[src/rtl/icache_fill_fsm_pkg.sv]
// Shared types and constants for the instruction-cache miss/fill controller.
// The block is 8 words of 16 bits (16 bytes), so the low 4 address bits
// select a byte within the block and bits [3:1] select the word.
package icache_fill_fsm_pkg;

    localparam int BLOCK_WORDS = 8;
    localparam int ADDR_W      = 16;
    localparam int DATA_W      = 16;
    localparam int OFFSET_W    = $clog2(BLOCK_WORDS);
    localparam int CNT_W       = OFFSET_W + 1;

    localparam logic [ADDR_W-1:0] BLOCK_MASK = 16'hFFF0;

    // Counter values for "all words issued/received" and "last word".
    localparam logic [CNT_W-1:0] CNT_FULL = CNT_W'(BLOCK_WORDS);
    localparam logic [CNT_W-1:0] CNT_LAST = CNT_W'(BLOCK_WORDS - 1);

    typedef enum logic [1:0] {
        IDLE       = 2'd0,
        WAIT_GRANT = 2'd1,
        FILL       = 2'd2,
        DONE       = 2'd3
    } state_t;

    // Word address inside the block; the offset never carries into the tag
    // because the base has its low bits cleared and the offset is OR-ed in.
    function automatic logic [ADDR_W-1:0] word_address(
        input logic [ADDR_W-1:0]   base,
        input logic [OFFSET_W-1:0] word
    );
        return base | ADDR_W'({word, 1'b0});
    endfunction

endpackage

[src/rtl/icache_fill_fsm_if.sv]
// Fetch-stage / memory-port / array-write signals of the I-cache fill
// controller. The master modport is the controller's view; the slave modport
// is the view of the surrounding fetch stage, arbiter, memory and arrays.
// Optional: ICACHE_MISS_COUNT_EN adds the miss_count statistic.
interface icache_fill_fsm_if;
    import icache_fill_fsm_pkg::*;

    logic                miss_detected;
    logic [ADDR_W-1:0]   miss_address;
    logic                mem_grant;
    logic [DATA_W-1:0]   memory_data_in;
    logic                memory_data_valid;
    logic                fsm_busy;
    logic                memory_request;
    logic [ADDR_W-1:0]   memory_address;
    logic                write_data_array;
    logic [OFFSET_W-1:0] write_word_offset;
    logic                write_tag_array;
    logic [ADDR_W-1:0]   fill_address;
`ifdef ICACHE_MISS_COUNT_EN
    logic [15:0]         miss_count;
`endif

    modport master (
        input  miss_detected,
        input  miss_address,
        input  mem_grant,
        input  memory_data_in,
        input  memory_data_valid,
`ifdef ICACHE_MISS_COUNT_EN
        output miss_count,
`endif
        output fsm_busy,
        output memory_request,
        output memory_address,
        output write_data_array,
        output write_word_offset,
        output write_tag_array,
        output fill_address
    );

    modport slave (
        output miss_detected,
        output miss_address,
        output mem_grant,
        output memory_data_in,
        output memory_data_valid,
`ifdef ICACHE_MISS_COUNT_EN
        input  miss_count,
`endif
        input  fsm_busy,
        input  memory_request,
        input  memory_address,
        input  write_data_array,
        input  write_word_offset,
        input  write_tag_array,
        input  fill_address
    );

endinterface

[src/rtl/icache_fill_counter.sv]
// Small up-counter used for both the issue and the receive word counts of a
// block fill. Clear wins over enable so a new miss always starts from zero.
module icache_fill_counter #(
    parameter int W = 4
) (
    input  logic         clk,
    input  logic         rst,
    input  logic         clr,
    input  logic         en,
    output logic [W-1:0] count
);

    // Synchronous reset/clear, otherwise count one per enabled cycle.
    always_ff @(posedge clk) begin
        if (rst || clr) begin
            count <= '0;
        end else if (en) begin
            count <= count + W'(1);
        end
    end

endmodule

[src/rtl/icache_fill_fsm.sv]
// I-cache miss handler: latches the missing block, streams its eight words
// from the pipelined memory port, writes each returned word into the data
// array, then writes the tag/valid entry. Stalls fetch while active.
// Optional: ICACHE_MISS_COUNT_EN adds a saturating 16-bit miss counter.
//
// state      | meaning
// IDLE       | no fill in progress; a miss is accepted here
// WAIT_GRANT | requesting the memory port, no word issued yet
// FILL       | issuing remaining reads and writing returned words
// DONE       | one-cycle tag/valid write, then back to IDLE
module icache_fill_fsm
    import icache_fill_fsm_pkg::*;
(
    input logic               clk,
    input logic               rst,
    icache_fill_fsm_if.master bus
);

    state_t            state;
    logic [ADDR_W-1:0] base_q;
    logic [CNT_W-1:0]  issue_cnt;
    logic [CNT_W-1:0]  recv_cnt;

    logic miss_accept;
    logic issuing;
    logic issue_fire;
    logic recv_fire;

    assign miss_accept = (state == IDLE) && bus.miss_detected;

    // Reads are requested in both WAIT_GRANT and FILL until all words are out;
    // a lost grant just holds the counter, the state is unaffected.
    assign issuing    = ((state == WAIT_GRANT) || (state == FILL))
                        && (issue_cnt < CNT_FULL);
    assign issue_fire = issuing && bus.mem_grant;

    // Returns only count in FILL; anything arriving in IDLE is a stale word
    // from a fill that reset aborted.
    assign recv_fire  = (state == FILL) && bus.memory_data_valid
                        && (recv_cnt < CNT_FULL);

    icache_fill_counter #(.W(CNT_W)) u_issue_cnt (
        .clk   (clk),
        .rst   (rst),
        .clr   (miss_accept),
        .en    (issue_fire),
        .count (issue_cnt)
    );

    icache_fill_counter #(.W(CNT_W)) u_recv_cnt (
        .clk   (clk),
        .rst   (rst),
        .clr   (miss_accept),
        .en    (recv_fire),
        .count (recv_cnt)
    );

    // State register and block-base latch.
    always_ff @(posedge clk) begin
        if (rst) begin
            state  <= IDLE;
            base_q <= '0;
        end else begin
            case (state)
                IDLE: begin
                    if (bus.miss_detected) begin
                        base_q <= bus.miss_address & BLOCK_MASK;
                        state  <= WAIT_GRANT;
                    end
                end
                WAIT_GRANT: begin
                    if (issue_fire) begin
                        state <= FILL;
                    end
                end
                FILL: begin
                    if (recv_fire && (recv_cnt == CNT_LAST)) begin
                        state <= DONE;
                    end
                end
                DONE: begin
                    state <= IDLE;
                end
                default: begin
                    state <= IDLE;
                end
            endcase
        end
    end

    // The stall must already be visible in the miss cycle itself, hence the
    // direct term from miss_detected.
    assign bus.fsm_busy          = (state != IDLE) | bus.miss_detected;
    assign bus.memory_request    = issuing;
    assign bus.memory_address    = word_address(base_q, issue_cnt[OFFSET_W-1:0]);
    assign bus.write_data_array  = recv_fire;
    assign bus.write_word_offset = recv_cnt[OFFSET_W-1:0];
    assign bus.write_tag_array   = (state == DONE);
    assign bus.fill_address      = base_q;

`ifdef ICACHE_MISS_COUNT_EN
    logic [15:0] miss_cnt_q;

    // Count accepted misses, sticking at all-ones.
    always_ff @(posedge clk) begin
        if (rst) begin
            miss_cnt_q <= '0;
        end else if (miss_accept && (miss_cnt_q != 16'hFFFF)) begin
            miss_cnt_q <= miss_cnt_q + 16'd1;
        end
    end

    assign bus.miss_count = miss_cnt_q;
`endif

endmodule

[src/flat_wrapper.sv]
// flat-port wrapper written by rule: the top's interface ports become plain ports
module icache_fill_fsm_flat import icache_fill_fsm_pkg::*;
  (clk, rst, bus_miss_detected, bus_miss_address, bus_mem_grant, bus_memory_data_in, bus_memory_data_valid, bus_fsm_busy, bus_memory_request, bus_memory_address, bus_write_data_array, bus_write_word_offset, bus_write_tag_array, bus_fill_address);
  icache_fill_fsm_if bus_i ();
  input logic clk;
  input logic rst;
  input wire logic [$bits(bus_i.miss_detected)-1:0] bus_miss_detected;
  input wire logic [$bits(bus_i.miss_address)-1:0] bus_miss_address;
  input wire logic [$bits(bus_i.mem_grant)-1:0] bus_mem_grant;
  input wire logic [$bits(bus_i.memory_data_in)-1:0] bus_memory_data_in;
  input wire logic [$bits(bus_i.memory_data_valid)-1:0] bus_memory_data_valid;
  output wire logic [$bits(bus_i.fsm_busy)-1:0] bus_fsm_busy;
  output wire logic [$bits(bus_i.memory_request)-1:0] bus_memory_request;
  output wire logic [$bits(bus_i.memory_address)-1:0] bus_memory_address;
  output wire logic [$bits(bus_i.write_data_array)-1:0] bus_write_data_array;
  output wire logic [$bits(bus_i.write_word_offset)-1:0] bus_write_word_offset;
  output wire logic [$bits(bus_i.write_tag_array)-1:0] bus_write_tag_array;
  output wire logic [$bits(bus_i.fill_address)-1:0] bus_fill_address;
  assign bus_i.miss_detected = bus_miss_detected;
  assign bus_i.miss_address = bus_miss_address;
  assign bus_i.mem_grant = bus_mem_grant;
  assign bus_i.memory_data_in = bus_memory_data_in;
  assign bus_i.memory_data_valid = bus_memory_data_valid;
  assign bus_fsm_busy = bus_i.fsm_busy;
  assign bus_memory_request = bus_i.memory_request;
  assign bus_memory_address = bus_i.memory_address;
  assign bus_write_data_array = bus_i.write_data_array;
  assign bus_write_word_offset = bus_i.write_word_offset;
  assign bus_write_tag_array = bus_i.write_tag_array;
  assign bus_fill_address = bus_i.fill_address;
  icache_fill_fsm u_core (.clk(clk), .rst(rst), .bus(bus_i));
endmodule
[config.mk]
export PLATFORM = sky130hd
export DESIGN_NAME = icache_fill_fsm_flat
export DESIGN_NICKNAME = d
export VERILOG_FILES = /design/src/rtl/icache_fill_fsm_pkg.sv /design/src/rtl/icache_fill_fsm_if.sv /design/src/rtl/icache_fill_counter.sv /design/src/rtl/icache_fill_fsm.sv /design/src/flat_wrapper.sv
export SDC_FILE = /design/constraint.sdc
export NUM_CORES = 1
export LEC_CHECK = 0
export CORE_ASPECT_RATIO = 1.2
export CORE_UTILIZATION = 35
export CTS_CLUSTER_DIAMETER = 30
export CTS_CLUSTER_SIZE = 14
export DETAILED_ROUTE_END_ITERATION = 8
export PLACE_DENSITY = 0.79
export SLEW_MARGIN = 20
export SYNTH_ARGS = -nofsm -noshare
export SYNTH_HDL_FRONTEND = slang
export SYNTH_HIERARCHICAL = 1
export SYNTH_SLANG_ARGS = --single-unit
[constraint.sdc]
create_clock -name clk -period 2.45 [get_ports clk]
set_clock_uncertainty 0.2 [all_clocks]
set_input_delay 0.3675 -clock clk [delete_from_list [all_inputs] [get_ports clk]]
set_output_delay 0.3675 -clock clk [all_outputs]
set_load 0.1 [all_outputs]
==> results of run 1 <==
[flip-flops by register name, indices dropped and copies added, names as in the netlist]
register,cells
u_core/u_issue_cnt/count,4
u_core/u_recv_cnt/count,4
u_core/bus.fill_address,12
u_core/state,2
[cell usage in the layout, fill, tap and decap left out, drive strengths merged, types with 3 or more instances in the layout]
master | netlist | routed
buf | 19 | 36
nand2 | 25 | 25
dfxtp | 22 | 22
clkdlybuf4s50 | 0 | 16
a21oi | 15 | 15
ha | 7 | 7
nor2 | 5 | 5
conb | 1 | 5
inv | 4 | 4
clkbuf | 1 | 3
nand4 | 3 | 3
mux2i | 3 | 3
[metal layers]
metal	wire [um]	global-route usage [%]	share of wire, %	vias up
met3	145	2.86	6.2	2
met1	883	15.0	38	435
met2	1310	25.6	56	30
met4	15	4.93	0.64	0
li1	-	-	-	481
met5	0	0	0	-
[per-stage QoR]
| stage | total power (uW) | area, um^2 | utilization [%] |
|---|---|---|---|
| 2_1_floorplan | 1570 | 1140 | - |
| 3_3_place_gp | 1820 | 1510 | 49.5 |
| 3_5_place_dp | 1850 | 1510 | 49.5 |
| 4_1_cts | 2120 | 1570 | 51.3 |
| 5_1_grt | 2210 | 1570 | 51.3 |
| 6_report | 2110 | 1570 | 51.3 |
[path summary, 6_finish.rpt]
| path | startpoint | endpoint | slack (ps) | cells after the start |
|---|---|---|---|---|
| worst max register to register | u_core/state[0] | u_core/state[1] | 510 | 6 |
| worst min-delay path | u_core/bus.fill_address[15] | u_core/bus.fill_address[15] | 280 | 2 |
| worst max-delay path | u_core/state[0] | bus_write_data_array | 320 | 4 |
| worst min register to register | u_core/bus.fill_address[15] | u_core/bus.fill_address[15] | 280 | 2 |
[layout make-up]
cell class,count,area [um^2]
clock buffers,3,22.5
clock inverters,1,30.0
fillers,297,1490
inverters,4,15.0
multi-input cells,87,546
flip-flops and latches,22,440
well taps,36,45.0
repair buffers,52,468
[power breakdown]
group | switching, uW | internal [uW] | total, uW
clock | 110 | 165 | 275
combinational | 1010 | 367 | 1370
sequential | 46.6 | 413 | 460
total | 1160 | 945 | 2110
[cell families (layout without fill, tap and decap cells)]
kind of cell	count (synthesis)	in the layout
and+or+nand+nor	48	48
buffers and inverters	24	60
DFF	22	22
AOI/OAI and AO/OA	20	20
adders and majority gates	7	7
muxes	5	5
xor gates and xnor gates	2	2
other	1	5
[worst register-to-register path: cells and delay by family, from the launching register on]
| family | cells | cell delay (ps) |
|---|---|---|
| buffers and inverters | 1 | 100 |
| multiplexers | 1 | 180 |
| AO/OA/AOI/OAI | 2 | 370 |
| adder cells (fa/ha/maj) | 1 | 310 |
| flip-flops | 1 | 400 |
| AND/OR/NAND/NOR | 1 | 330 |
==> results.cfg, run 1 <==
[route]
drt_iter0_drc = 15
drc_errors = 0
ant_nets = 0
wl_mm = 2.35
via_count = 948
drt-vias-per-instance = 4.62
drtPass1Iterations = 3
wire_per_inst_um = 11.5

[place]
io_buffer_count = 50
pre_cts_slack_ps = 366
dp_cells = 201
place_congestion = 0.726
dpl.hpwl_mm = 1.84

[final_layout]
layout.cells.non_filler = 205
drive_gt1_share_pct = 29.6
layout.nets = 214
syn_to_final_growth_pct = 39.0
num_antenna_cells = 0

[logic_synthesis]
synthMuxAreaShare_pct = 4.66
yosysSeqAreaShare_pct = 39.1
syn_avg_cell_area_um2 = 8.74
synth_compound_area_share_pct = 11.4
yosys.area.top_type = dfxtp_1
yosys_register_bits = 22
synthAdderAreaFrac_pct = 7.77
synth_warnings = 6
async_reset_ff_share_pct = 0
syn_inst = 129
yosysTopAreaCellShare_pct = 39.1
synth_cell_type_count = 27
synth_top_family_by_area = simple AND/OR/NAND/NOR gates
yosys.area_share.simple_pct = 21.3
yosys-top-cells-count = nand2_1, dfxtp_1, buf_4, a21oi_1, ha_1
yosys-top-cells-area = dfxtp_1, buf_4, nand2_1, ha_1, a21oi_1
synth_flop_cell = dfxtp_1
yosysMostFrequentCell = nand2_1
synth_edf_count = 0
synth_area_um2 = 1130
synth_xor_area_share_pct = 1.55

[global_route]
grt_usage_pct = 14.0
antenna_found_initial = 0
first_global_vias = 834
grt_start_max_net_pins = 19
overflow = 0
grt_first_pass_wirelength_mm = 3.58

[die]
start_util_pct = 36.9
rows = 22
die_area_um2 = 3450
die_h_um = 64.2
io_pins = 76
die_x_um = 53.8
coreArea_um2 = 3060

[critical_path]
cp.buffers_inverters = 2
worstPathCellList = inv_1, ha_1, and2_1, buf_12
crit_type = reg2out
cp.required_ps = 1880
cp.arrival_ps = 1560
end_kind = output pin
critical-path-top-delay-family = flip-flops
crit_slowest_cell = dfxtp_1
path_max_fanout = 6
max_stage_delay_ps = 360
start_kind = flop

[clocking]
clk_latency_ps = 300
max-clock-path-buffers = 2
cts_resized = 0
cts_setup_buffers = 0
cts_sinks = 22
htreeDepth = 1
clk_pin_slew_ps = 130
cts_buffers = 3
cts_tree = yes
root_buffer = clkbuf_4
cts_hold_buf = 0

[timing]
drv_slew = 0
setup_viol_count_final = 0
hold_viol_final = 0
period_needed_ps = 2130
setup_tns_ps = 0
hold_ws_ps = 279
rsz0062_at_grt = no
layout_setup_ws_ps = 323
max_clock_freq_mhz = 470
relSlewSlack_pct = 65.7
fin_crit_sh_pct = 86.8
tightest_slew_ps = 513

[status]
status = complete, no violations

[run]
drv_cap = 0

[pwr]
p_leak_uw = 0.000706
cellPowerDensity_nw_per_um2 = 1350
vdd_drop_max_mv = 1.15

[min_path]
hold_class = reg2reg
Note: power is estimated with default switching activity, not from simulation.
==> run 2: changes to the inputs <==
==> constraint.sdc (replaced) <==
create_clock -name clk -period 2.45 [get_ports clk]
set_clock_uncertainty 0.2 [all_clocks]
set_input_delay 0.3675 -clock clk [delete_from_list [all_inputs] [get_ports clk]]
set_output_delay 0.3675 -clock clk [all_outputs]
set_load 0.02 [all_outputs]
==> run 2 against run 1 <==
Effect of this change: largest power group unchanged; critical endpoint is now bus_fsm_busy; critical path depth unchanged; clock-buffer cell count unchanged; non-clock buffer count increased by 1; global-route usage increased by 1.4 points; sequential power about the same; utilization increased by 2.0 points; sequential share of layout area decreased by 1.0 points; final area increased by 3.8%; via count increased by 0.63%; critical path type unchanged; hold slack got worse by 2.0 ps.
==> results.cfg, run 2 (synthesis results as in run 1) <==
[status]
status = complete, no violations

[place]
dpl.hpwl_mm = 1.93
io_buffer_count = 50
dpl_cell_area_um2 = 1570
place_congestion = 0.742

[timing]
setup_viol_count_final = 0
fin_crit_sh_pct = 93.9
hold_ws_ps = 277
max_clock_freq_mhz = 435
relSlewSlack_pct = 66.8
drv_slew = 0
setup_tns_ps = 0
period_needed_ps = 2300
rsz0062_at_grt = no
hold_viol_final = 0
tightest_slew_ps = 496

[final_layout]
fill_cells = 302
num_antenna_cells = 0
final_util_pct = 53.2
final_cell_mix = clkdlybuf4s50_1, nand2_1, dfxtp_1
largest_register_ffs = 12
drive_gt1_share_pct = 10.0
finalInstanceArea_um2 = 1630
layout_commonest_cell = clkdlybuf4s50_1
layout.nets = 215
syn_to_final_growth_pct = 44.3

[critical_path]
start_kind = flop
path_max_fanout = 4
end_kind = output pin
worstPathCellList = inv_1, ha_1, nand2b_1, clkdlybuf4s50_1
crit_start = u_core/state[0]
cp.arrival_ps = 1730
r2r_start = u_core/state[0]
crit_slowest_cell = clkdlybuf4s50_1
max_stage_delay_ps = 610
cp.required_ps = 1880
crit_type = reg2out

[pwr]
p_leak_uw = 0.000669
cellPowerDensity_nw_per_um2 = 891
vdd_drop_max_mv = 0.658

[die]
rows = 22
coreArea_um2 = 3060
start_util_pct = 36.9
io_pins = 76
die_x_um = 53.8
die_area_um2 = 3450
die_h_um = 64.2

[global_route]
grt_start_max_net_pins = 19
overflow = 0
grt_usage_pct = 15.4
antenna_found_initial = 0
grt_first_pass_wirelength_mm = 3.96
first_global_vias = 915

[route]
drt_iter0_drc = 10
drt-vias-per-instance = 4.63
via_count = 954
wl_mm = 2.45
wire_per_inst_um = 11.9
drtPass1Iterations = 4
drc_errors = 0
ant_nets = 0

[min_path]
hold_class = reg2reg
hold_path_startpoint = u_core/bus.fill_address[15]

[clocking]
cts_sinks = 22
cts_buffers = 3
max-clock-path-buffers = 2
root_buffer = clkbuf_4
cts_tree = yes
clk_latency_ps = 300
htreeDepth = 1
clk_pin_slew_ps = 120

[run]
drv_cap = 0
[run 2: cell count changes in the layout (fill, tap and decap cells not counted)]
cell	before	now
buf_12	3	0
buf_4	33	3
clkdlybuf4s50_1	16	48
dlymetal6s2s_1	0	2
[run 2: area by class of cell]
class | instances | area, um^2 | share of cell area [%]
flip-flops and latches | 22 | 440 | 27.1
multi-input cells | 87 | 546 | 33.5
clock inverters | 1 | 30.0 | 1.85
repair buffers | 53 | 528 | 32.5
clock buffers | 3 | 22.5 | 1.38
inverters | 4 | 15.0 | 0.923
well taps | 36 | 45.0 | 2.77
[run 2: final timing paths]
path	to	slack [ps]	depth (start not counted)
hold / removal	u_core/bus.fill_address[15]	280	2
hold reg to reg	u_core/bus.fill_address[15]	280	2
setup reg to reg	u_core/state[1]	480	6
setup / recovery	bus_fsm_busy	150	4
[run 2: report_power, final]
part / switching, uW / total [uW] / leakage (uW) / internal, uW
registers: 47.6 / 461 / 0.000179 / 413
logic: 375 / 716 / 0.000462 / 341
clock network: 107 / 272 / 0.0000279 / 165
[run 2: layer usage]
| layer | routed length, um | GRT usage [%] | share of wire (%) | vias to the layer above |
|---|---|---|---|---|
| met5 | 0 | 0 | 0 | - |
| met4 | 12 | 4.93 | 0.49 | 0 |
| met3 | 136 | 3.10 | 5.5 | 2 |
| met2 | 1350 | 28.2 | 55 | 34 |
| met1 | 955 | 16.6 | 39 | 435 |
| li1 | - | - | - | 483 |
[run 2: through the flow]
step	cells	worst slack [ps]	total power, uW
after global placement	202	189	1170
after detailed placement	202	159	1200
final	206	150	1450
after CTS	206	4.47	1480
after floorplan	133	684	951
after global routing	206	60.7	1550
[run 2: worst max-delay path, delay by kind of cell, from the launching register on]
kind	cells	cell delay (ps)
fa+ha+maj	1	220
buf+inv	2	710
flops	1	410
simple gates	1	90
[run 2: what timing repair did]
item                                    CTS  global route
hold buffers                              0             0
setup buffers                             0             0
endpoints found under the setup margin    0             2
resized for setup                         0             2
